$ cat src/rtl/pe_feeder_pkg.sv
// pe_feeder_pkg: shared definitions for the PE operand feeder.
//   XLEN          - operand / result width
//   DATA_RANGE    - number of distinct XLEN-bit values
//   DRAIN_TIMEOUT - cycles DRAIN waits for a PE result before giving up
//   state_e       - feeder FSM states
package pe_feeder_pkg;

  localparam int XLEN       = 16;
  localparam int DATA_RANGE = 1 << XLEN;

  localparam logic [3:0] DRAIN_TIMEOUT = 4'd15;

  typedef enum logic [2:0] {
    ST_IDLE  = 3'd0,
    ST_MAC   = 3'd1,
    ST_BIAS  = 3'd2,
    ST_RELU  = 3'd3,
    ST_FLUSH = 3'd4,
    ST_DRAIN = 3'd5
  } state_e;

endpackage

$ cat src/rtl/pe_feeder.sv
// pe_feeder: sequences one MAC job into a processing element.
// A command gives the number of operand pairs (cmd_len) and whether to apply
// ReLU. The feeder streams cmd_len operand pairs plus one bias pair to the PE
// as registered micro-ops, optionally issues a ReLU cycle, flushes the PE and
// waits (bounded) for the PE result, then reports it with a one-cycle pulse.
//
// Ports:
//   clk, rst_n                 clock, async active-low reset
//   cmd_valid/cmd_ready        command handshake (ready only in IDLE)
//   cmd_len, cmd_relu          job length and ReLU enable
//   op_valid/op_ready          operand stream handshake (ready in MAC, BIAS)
//   op_x, op_w                 operand pair (bias pair: x=1, w=bias)
//   pe_in_valid .. pe_flush    registered PE micro-op controls
//   pe_x, pe_weight            registered operands to the PE
//   pe_out_valid, pe_result    PE result return
//   pe_illegal                 PE reports an illegal micro-op
//   res_valid, res_data        job-complete pulse and captured result
//   res_err                    error qualifier for res_valid
//   busy                       high whenever not IDLE
//   state                      current FSM state (debug observation)
//
// Handshakes: a transfer occurs on a rising edge where valid and ready are
// both high; valid never depends on ready, and ready here depends only on the
// FSM state.
module pe_feeder
  import pe_feeder_pkg::*;
(
  input  logic            clk,
  input  logic            rst_n,
  input  logic            cmd_valid,
  output logic            cmd_ready,
  input  logic [15:0]     cmd_len,
  input  logic            cmd_relu,
  input  logic            op_valid,
  output logic            op_ready,
  input  logic [XLEN-1:0] op_x,
  input  logic [XLEN-1:0] op_w,
  output logic            pe_in_valid,
  output logic            pe_calc_bias,
  output logic            pe_calc_relu,
  output logic            pe_out_en,
  output logic            pe_flush,
  output logic [XLEN-1:0] pe_x,
  output logic [XLEN-1:0] pe_weight,
  input  logic            pe_out_valid,
  input  logic [XLEN-1:0] pe_result,
  input  logic            pe_illegal,
  output logic            res_valid,
  output logic [XLEN-1:0] res_data,
  output logic            res_err,
  output logic            busy,
  output state_e          state
);

  state_e      state_nx;
  logic [15:0] len_q;
  logic [15:0] cnt_q;
  logic        relu_q;
  logic        cap_q;
  logic        err_q;
  logic [3:0]  tmo_q;

  logic        op_hs;
  logic        cmd_hs;
  logic        drain_exit;
  logic        new_capture;

  // cmd_ready is gated by rst_n so it stays low for the whole reset pulse.
  assign cmd_ready   = rst_n && (state == ST_IDLE);
  assign op_ready    = (state == ST_MAC) || (state == ST_BIAS);
  assign busy        = (state != ST_IDLE);
  assign op_hs       = op_valid && op_ready;
  assign cmd_hs      = cmd_valid && cmd_ready;
  assign new_capture = busy && pe_out_valid && !cap_q;

  always_comb begin
    state_nx   = state;
    drain_exit = 1'b0;
    case (state)
      ST_IDLE:  if (cmd_hs) state_nx = (cmd_len != 16'd0) ? ST_MAC : ST_BIAS;
      ST_MAC:   if (op_hs && (cnt_q + 16'd1 == len_q)) state_nx = ST_BIAS;
      ST_BIAS:  if (op_hs) state_nx = relu_q ? ST_RELU : ST_FLUSH;
      ST_RELU:  state_nx = ST_FLUSH;
      ST_FLUSH: state_nx = ST_DRAIN;
      ST_DRAIN: begin
        // A result arriving in this very cycle also ends the wait.
        if (cap_q || pe_out_valid || (tmo_q == DRAIN_TIMEOUT - 4'd1)) begin
          drain_exit = 1'b1;
          state_nx   = ST_IDLE;
        end
      end
      default:  state_nx = ST_IDLE;
    endcase
  end

  always_ff @(posedge clk or negedge rst_n) begin
    if (!rst_n) state <= ST_IDLE;
    else        state <= state_nx;
  end

  always_ff @(posedge clk or negedge rst_n) begin
    if (!rst_n) begin
      len_q        <= '0;
      cnt_q        <= '0;
      relu_q       <= 1'b0;
      cap_q        <= 1'b0;
      err_q        <= 1'b0;
      tmo_q        <= '0;
      pe_in_valid  <= 1'b0;
      pe_calc_bias <= 1'b0;
      pe_calc_relu <= 1'b0;
      pe_out_en    <= 1'b0;
      pe_flush     <= 1'b0;
      pe_x         <= '0;
      pe_weight    <= '0;
      res_valid    <= 1'b0;
      res_err      <= 1'b0;
      res_data     <= '0;
    end else begin
      // Micro-ops are one cycle behind the state/handshake that produced
      // them; a cycle without an operand handshake yields an all-zero
      // control bubble while pe_x/pe_weight hold.
      pe_in_valid  <= op_hs;
      pe_calc_bias <= op_hs && (state == ST_BIAS);
      pe_out_en    <= (op_hs && (state == ST_BIAS) && !relu_q) || (state == ST_RELU);
      pe_calc_relu <= (state == ST_RELU);
      pe_flush     <= (state == ST_FLUSH);
      res_valid    <= 1'b0;
      res_err      <= 1'b0;

      if (op_hs) begin
        pe_x      <= op_x;
        pe_weight <= op_w;
      end

      if (cmd_hs) begin
        len_q  <= cmd_len;
        relu_q <= cmd_relu;
        cnt_q  <= '0;
        cap_q  <= 1'b0;
        err_q  <= 1'b0;
      end

      if ((state == ST_MAC) && op_hs) cnt_q <= cnt_q + 16'd1;

      // Only the first result of a job is kept.
      if (new_capture) begin
        res_data <= pe_result;
        cap_q    <= 1'b1;
      end

      if (busy && pe_illegal) err_q <= 1'b1;

      if (state == ST_DRAIN) begin
        tmo_q <= tmo_q + 4'd1;
        if (drain_exit) begin
          tmo_q     <= '0;
          res_valid <= 1'b1;
          // Exiting without any result means the wait timed out.
          res_err   <= err_q || pe_illegal || (!cap_q && !pe_out_valid);
        end
      end
    end
  end

endmodule

$ cat config.mk
export PLATFORM = sky130hd
export DESIGN_NAME = pe_feeder
export DESIGN_NICKNAME = d
export VERILOG_FILES = /design/src/rtl/pe_feeder_pkg.sv /design/src/rtl/pe_feeder.sv
export SDC_FILE = /design/constraint.sdc
export NUM_CORES = 1
export LEC_CHECK = 0
export ABC_AREA = 0
export CORE_AREA = 8 8 123 125
export CTS_CLUSTER_DIAMETER = 150
export CTS_CLUSTER_SIZE = 16
export DETAILED_ROUTE_END_ITERATION = 8
export DIE_AREA = 0 0 131 133
export HOLD_SLACK_MARGIN = 0.03
export PLACE_DENSITY = 0.68
export SLEW_MARGIN = 20
export SYNTH_ARGS = -nofsm -noshare
export SYNTH_HDL_FRONTEND = slang
export SYNTH_SLANG_ARGS = --single-unit
$ cat constraint.sdc
create_clock -name clk -period 2.5 [get_ports clk]
set_input_delay 0.25 -clock clk [delete_from_list [all_inputs] [get_ports clk]]
set_output_delay 0.25 -clock clk [all_outputs]
set_load 0.05 [all_outputs]
* Yosys cells after proc, flatten, opt, wreduce, memory -nomap -nowiden
Index checks and enable logic that the tools add are counted.
Storage, ports and cells: word-level logic and storage cells 76, output and inout bits 61, input port bits 71, register bits after elaboration 97
Cells by class: add/subtract/negate cells 2, reduce and logical (&&, ||, !) cells 27, equality and inequality tests 11, mux-type cells 19
Operators by type and width (count):
- $mux W16 | 2
- $pmux W3 S6 | 1
- $add A16 B1 Y16 const B | 1
- $eq A16 B16 Y1 | 1
- $reduce_bool A16 Y1 | 1
- $mux W3 | 5
- $logic_and A1 B1 Y1 | 11
- $mux W1 | 9
- $eq A3 B2 Y1 const B | 2
- $eq A3 B3 Y1 const B | 2
- $logic_or A1 B1 Y1 | 6
- $ne A2 B2 Y1 const B | 3
- $reduce_bool A2 Y1 | 3
- $add A4 B1 Y4 const B | 1
- $eq A4 B4 Y1 const B | 1
- $mux W4 | 1
- $reduce_and A4 Y1 | 1
- $eq A3 B1 Y1 const B | 1
- $logic_not A1 Y1 | 3
- $logic_not A3 Y1 | 1
- $reduce_bool A3 Y1 | 1
- $mux W2 | 1
- $ne A2 B1 Y1 const B | 1

* Depth between registers and ports, before layout
word-level depth 6, depth in mapped cells 9, depth with buffers taken out 7

* Worst setup path before layout
No wires, ideal clock.
path type register to register, from register state[0], to register state[1], cell stages (with the launch flop) 10, path buffers 3, data required time 2.436 ns, library setup time 0.064 ns, arrival 2.352 ns, path slack 0.084 ns, clock period less this slack 2.416 ns, cell sequence dfrtp_1 -> buf_4 -> nor2b_1 -> buf_2 -> o21a_1 -> buf_2 -> nand4_4 -> or4_4 -> nor4b_2 -> a21bo_1
Between the ends: longest elaborated chain between the ends 6, elaborated cells between the ends (all ways) 17, classes of those cells eq/ne (9); mux (1); reduce/logical (7)
RTL lines:
- from (decl) | RTL line pe_feeder.sv:52 | output state_e state
- from (signal assigned) | RTL line pe_feeder.sv:98 | else state <= state_nx;
- $eq A3 B1 Y1 / $eq A3 B2 Y1 (equally long branches) | RTL line pe_feeder.sv:70, pe_feeder.sv:79
- $logic_or A1 B1 Y1 | RTL line pe_feeder.sv:70 | assign op_ready = (state == ST_MAC) || (state == ST_BIAS);
- $logic_and A1 B1 Y1 | RTL line pe_feeder.sv:72 | assign op_hs = op_valid && op_ready;
- $logic_and A1 B1 Y1 | RTL line pe_feeder.sv:81 | ST_MAC: if (op_hs && (cnt_q + 16'd1 == len_q)) state_nx = ST_BIAS;
- $ne A2 B1 Y1 (no source line)
- $reduce_and A4 Y1 (no source line)
Several ways; a longest one is shown, not always the timed one. A chain may end at the register's enable or synchronous reset.

* Final worst setup path
from register cnt_q[0], to register state[0]
Between the ends: longest elaborated chain between the ends 5
RTL lines:
- from (decl) | RTL line pe_feeder.sv:57 | logic [15:0] cnt_q;
- from (signal assigned) | RTL line pe_feeder.sv:144 | if ((state == ST_MAC) && op_hs) cnt_q <= cnt_q + 16'd1;
- $add A16 B1 Y16 | RTL line pe_feeder.sv:81
- $eq A16 B16 Y1 | RTL line pe_feeder.sv:81
- $logic_and A1 B1 Y1 | RTL line pe_feeder.sv:81
- $ne A2 B1 Y1 (no source line)
- $reduce_and A4 Y1 (no source line)
Every way passes these cells.

==> key figures <==
Power and ir drop
  • Sw frac: 42.32%
  • Cell-internal power: 4.305 mW
  • Sequential Power Share: 33.8%
  • Net switching power: 3.158 mW
  • Clock power frac: between 10% and 20%
  • Static Leak: 2.633 nW
  • Logic pwr share: 49.9%
  • Maximum vdd drop: 0.0007481 V
  • P per Cell Area: 1185 nW/um^2

Layout
  • Layout cells sized above 1: approximately a fifth
  • Util after Layout: 48.14%
  • P&R area growth vs syn: 40.49%
  • Final Non-Filler Cells: 698
  • Diodes inserted: 0
  • Fin nets: 594
  • Final instance area: 6300 sq um

Worst setup path
  • CP Data Required Time: ~2700 ps
  • Cell Chain, Critical Path: ha_1 > nand3_1 > nor2_1 > and3_1 > mux2_1 > nor4_1 > buf_4 > a21oi_1
  • Worst EP arrival: ~2600 ps
  • WS Path Type: reg -> reg
  • Critical Path Max Stage Delay: 470 ps
  • Worst setup SP type: flop
  • Max stage delay cell, worst path: dfrtp_1
  • Crit. End Element: flop
  • Crit path max fanout: 6

Clock network
  • H-tree levels: 3
  • Clk_lat worst skew: 340 ps
  • Clock root buffer: clkbuf_16
  • Setup bufs post-CTS: 0
  • TritonCTS clock tree: yes
  • Clk sink count: 97
  • Clock Path Buffers: 2
  • CTS Buf Count: 9
  • Post-cts gate resize count: 0
  • Clock-pin slew on the worst setup and hold paths: 60 ps

GRT
  • First-pass GRT wire length: 18370 um
  • Largest net degree at the start of global routing: 60
  • Initial antenna violation count: 0
  • Total GRT Usage: 13.02%
  • Vias in the first global route: 3713
  • GR Overflow Total: 0

Place
  • Gp weighted congestion: 0.8503
  • Placed Cells: 684
  • PortBufs: 131
  • Final HPWL DP: around 8400 um
  • Cell area after placement: 6038 sq um

Route
  • 1st-pass router iterations: 4
  • DRC: 0
  • Via Count: 3436
  • Routed WL per cell: 15.70 um
  • Final ANT Viol Nets: 0
  • DR iter-0 viols: 229
  • Drt total wl: 10960 um
  • Via-per-instance ratio: 4.923

Synth
  • Number of synthesized flops with an enable pin: 0
  • Post-synth design cell area: 4484 sq um
  • Synth warn: 0
  • Register area share after synthesis: 54.13%
  • Number of distinct library cells after synthesis: 45
  • Ys async rst share: 100.0%
  • Avg Cell Area, Syn: 11.80 sq um
  • Synthesized flop and latch total: just under 100
  • Post-Syn Nets: 454
  • Post-synth top flop: dfrtp_1
  • Syn Inst Count: 380

Job
  • Maxcap violations: 0

STA
  • Max_slew headroom: between 50% and 60%
  • Setup Skew: 6.269 ps
  • Final setup vio count: 0
  • Fin crit period: 2332 ps
  • Final Slew Violations: 0
  • Fmax achieved: between 400 and 500 MHz
  • RSZ-0062 raised after global routing: no
  • Final period util: 93.27%
  • TNS Setup: 0 ps
  • Worst-Margin Slew: 735.1 ps
  • Final hold violation count: 0
  • Worst Hold Slack: 362.9 ps

Floorplanning
  • DIE AREA: 17420 sq um
  • Initial core utilization: 34.27%
  • FP Rows: 42
  • Die X-Extent: ~130 um
  • Boundary pin count: 132
  • Core area: 13090 sq um
  • Die extent in y: 133 um

Min path
  • Worst Hold Class: in -> async

Outcome
  • Status: finished clean
## stage by stage
step | worst slack [ps] | total power, mW
floorplan | 84.07 | 5.011
global placement | 308.5 | 6.221
detailed placement | 195.8 | 6.311
CTS | 162.8 | 7.566
global route | 36.54 | 7.877
finish | 168.2 | 7.462
## cell usage after synthesis (2+ instances only)
| cell type | number | area, sq um |
|---|---|---|
| a21oi_1 | 13 | 65.06 |
| a31oi_1 | 2 | 12.51 |
| and2_1 | 4 | 25.02 |
| and3_1 | 8 | 50.05 |
| buf_1 | 3 | 11.26 |
| buf_2 | 6 | 30.03 |
| clkbuf_1 | 7 | 26.28 |
| dfrtp_1 | 97 | 2427 |
| ha_1 | 3 | 37.54 |
| inv_1 | 6 | 22.52 |
| mux2_2 | 64 | 720.7 |
| nand2_1 | 25 | 93.84 |
| nand2b_1 | 5 | 31.28 |
| nand3_1 | 9 | 45.04 |
| nand4_1 | 4 | 25.02 |
| nand4_4 | 4 | 85.08 |
| nor2_1 | 22 | 82.58 |
| nor2b_1 | 5 | 31.28 |
| nor3_1 | 5 | 25.02 |
| nor3b_1 | 3 | 22.52 |
| nor4_1 | 6 | 37.54 |
| o211ai_1 | 2 | 15.01 |
| o21ai_0 | 32 | 160.2 |
| o22ai_1 | 2 | 12.51 |
| o31ai_1 | 6 | 45.04 |
| xnor2_1 | 13 | 113.9 |
| xor2_1 | 6 | 52.55 |
## critical path, delay by kind of cell (launching register included)
kind / cells / cell delay, ps
and+or+nand+nor: 4 / 900
DFF: 1 / 470
muxes: 1 / 340
adders and majority gates: 1 / 280
buffers and inverters: 1 / 180
AOI/OAI and AO/OA: 1 / 50
## final cells by class
| class | count | area [sq um] |
|---|---|---|
| repair buffers | 146 | 1419 |
| inverters | 6 | 22.52 |
| flip-flops and latches | 97 | 2427 |
| fillers | 1144 | 6785 |
| multi-input cells | 260 | 1959 |
| well taps | 176 | 220.2 |
| clock inverters | 1 | 5.005 |
| clock buffers | 12 | 246.5 |
## per-layer routing
layer  global-route usage [%]  share of wire, %  vias to the layer above
met5                        0                 0                        -
met4                    6.063               1.8                        0
met3                    4.661               9.7                       17
met2                    20.29                47                      118
met1                    15.60                42                     1666
li1                         -                 -                     1635
## power groups by stage
stage	logic, mW	clock network [mW]	registers [mW]
6_report	3.72	1.22	2.52
3_3_place_gp	3.71	0	2.51
5_1_grt	3.94	1.33	2.61
2_1_floorplan	1.30	0	3.71
4_1_cts	3.77	1.27	2.53
3_5_place_dp	3.76	0	2.55
## path summary, 6_finish.rpt
| kind | cells past startpoint | to | start | slack (ps) |
|---|---|---|---|---|
| max reg2reg | 8 | state[0] | cnt_q[0] | 170 |
| max in group asynchronous | 3 | pe_weight[2] | rst_n | 1110 |
| min in group clk | 1 | res_err | err_q | 500 |
| min | 2 | relu_q | rst_n | 360 |
| min reg2reg | 1 | res_err | err_q | 500 |
| max | 8 | state[0] | cnt_q[0] | 170 |
## cells by family (layout without fill, tap and decap cells)
| kind of cell | Yosys count | count (layout) | synth area share, % |
|---|---|---|---|
| AO/OA/AOI/OAI | 65 | 65 | 8.398 |
| XOR/XNOR | 19 | 19 | 3.711 |
| AND/OR/NAND/NOR | 107 | 107 | 14.20 |
| adder cells (fa/ha/maj) | 3 | 3 | 0.8371 |
| buffers and inverters | 23 | 165 | 2.176 |
| multiplexers | 66 | 66 | 16.55 |
| flip-flops | 97 | 97 | 54.13 |
## cell usage in the layout (no fill, tap or decap), drive strengths merged, types with 2 or more instances in the layout
cell	count
nand3	9
nor2b	5
and3	8
nand2b	5
nor4	7
nand4	8
xnor2	13
nand2	25
and2	4
nor3b	4
inv	6
nor2	23
dfrtp	97
o31ai	6
o22ai	2
buf	17
o211ai	2
a21oi	13
a31oi	2
nor3	5
clkbuf	12
ha	3
o21ai	32
xor2	6
clkdlybuf4s50	128
mux2	65
## registers in the layout (all words and copies together), names as in the netlist, 3 cells and up
register and flops:
cnt_q 16, len_q 16, pe_weight 16, pe_x 16
res_data 16, tmo_q 4, state 3
## timing repair
item                                    4_1_cts  5_1_grt
endpoints found under the setup margin        0        0
hold buffers                                  1        0
hold endpoints to repair                     19        0
No activity file was read; power rests on OpenSTA's default activity.
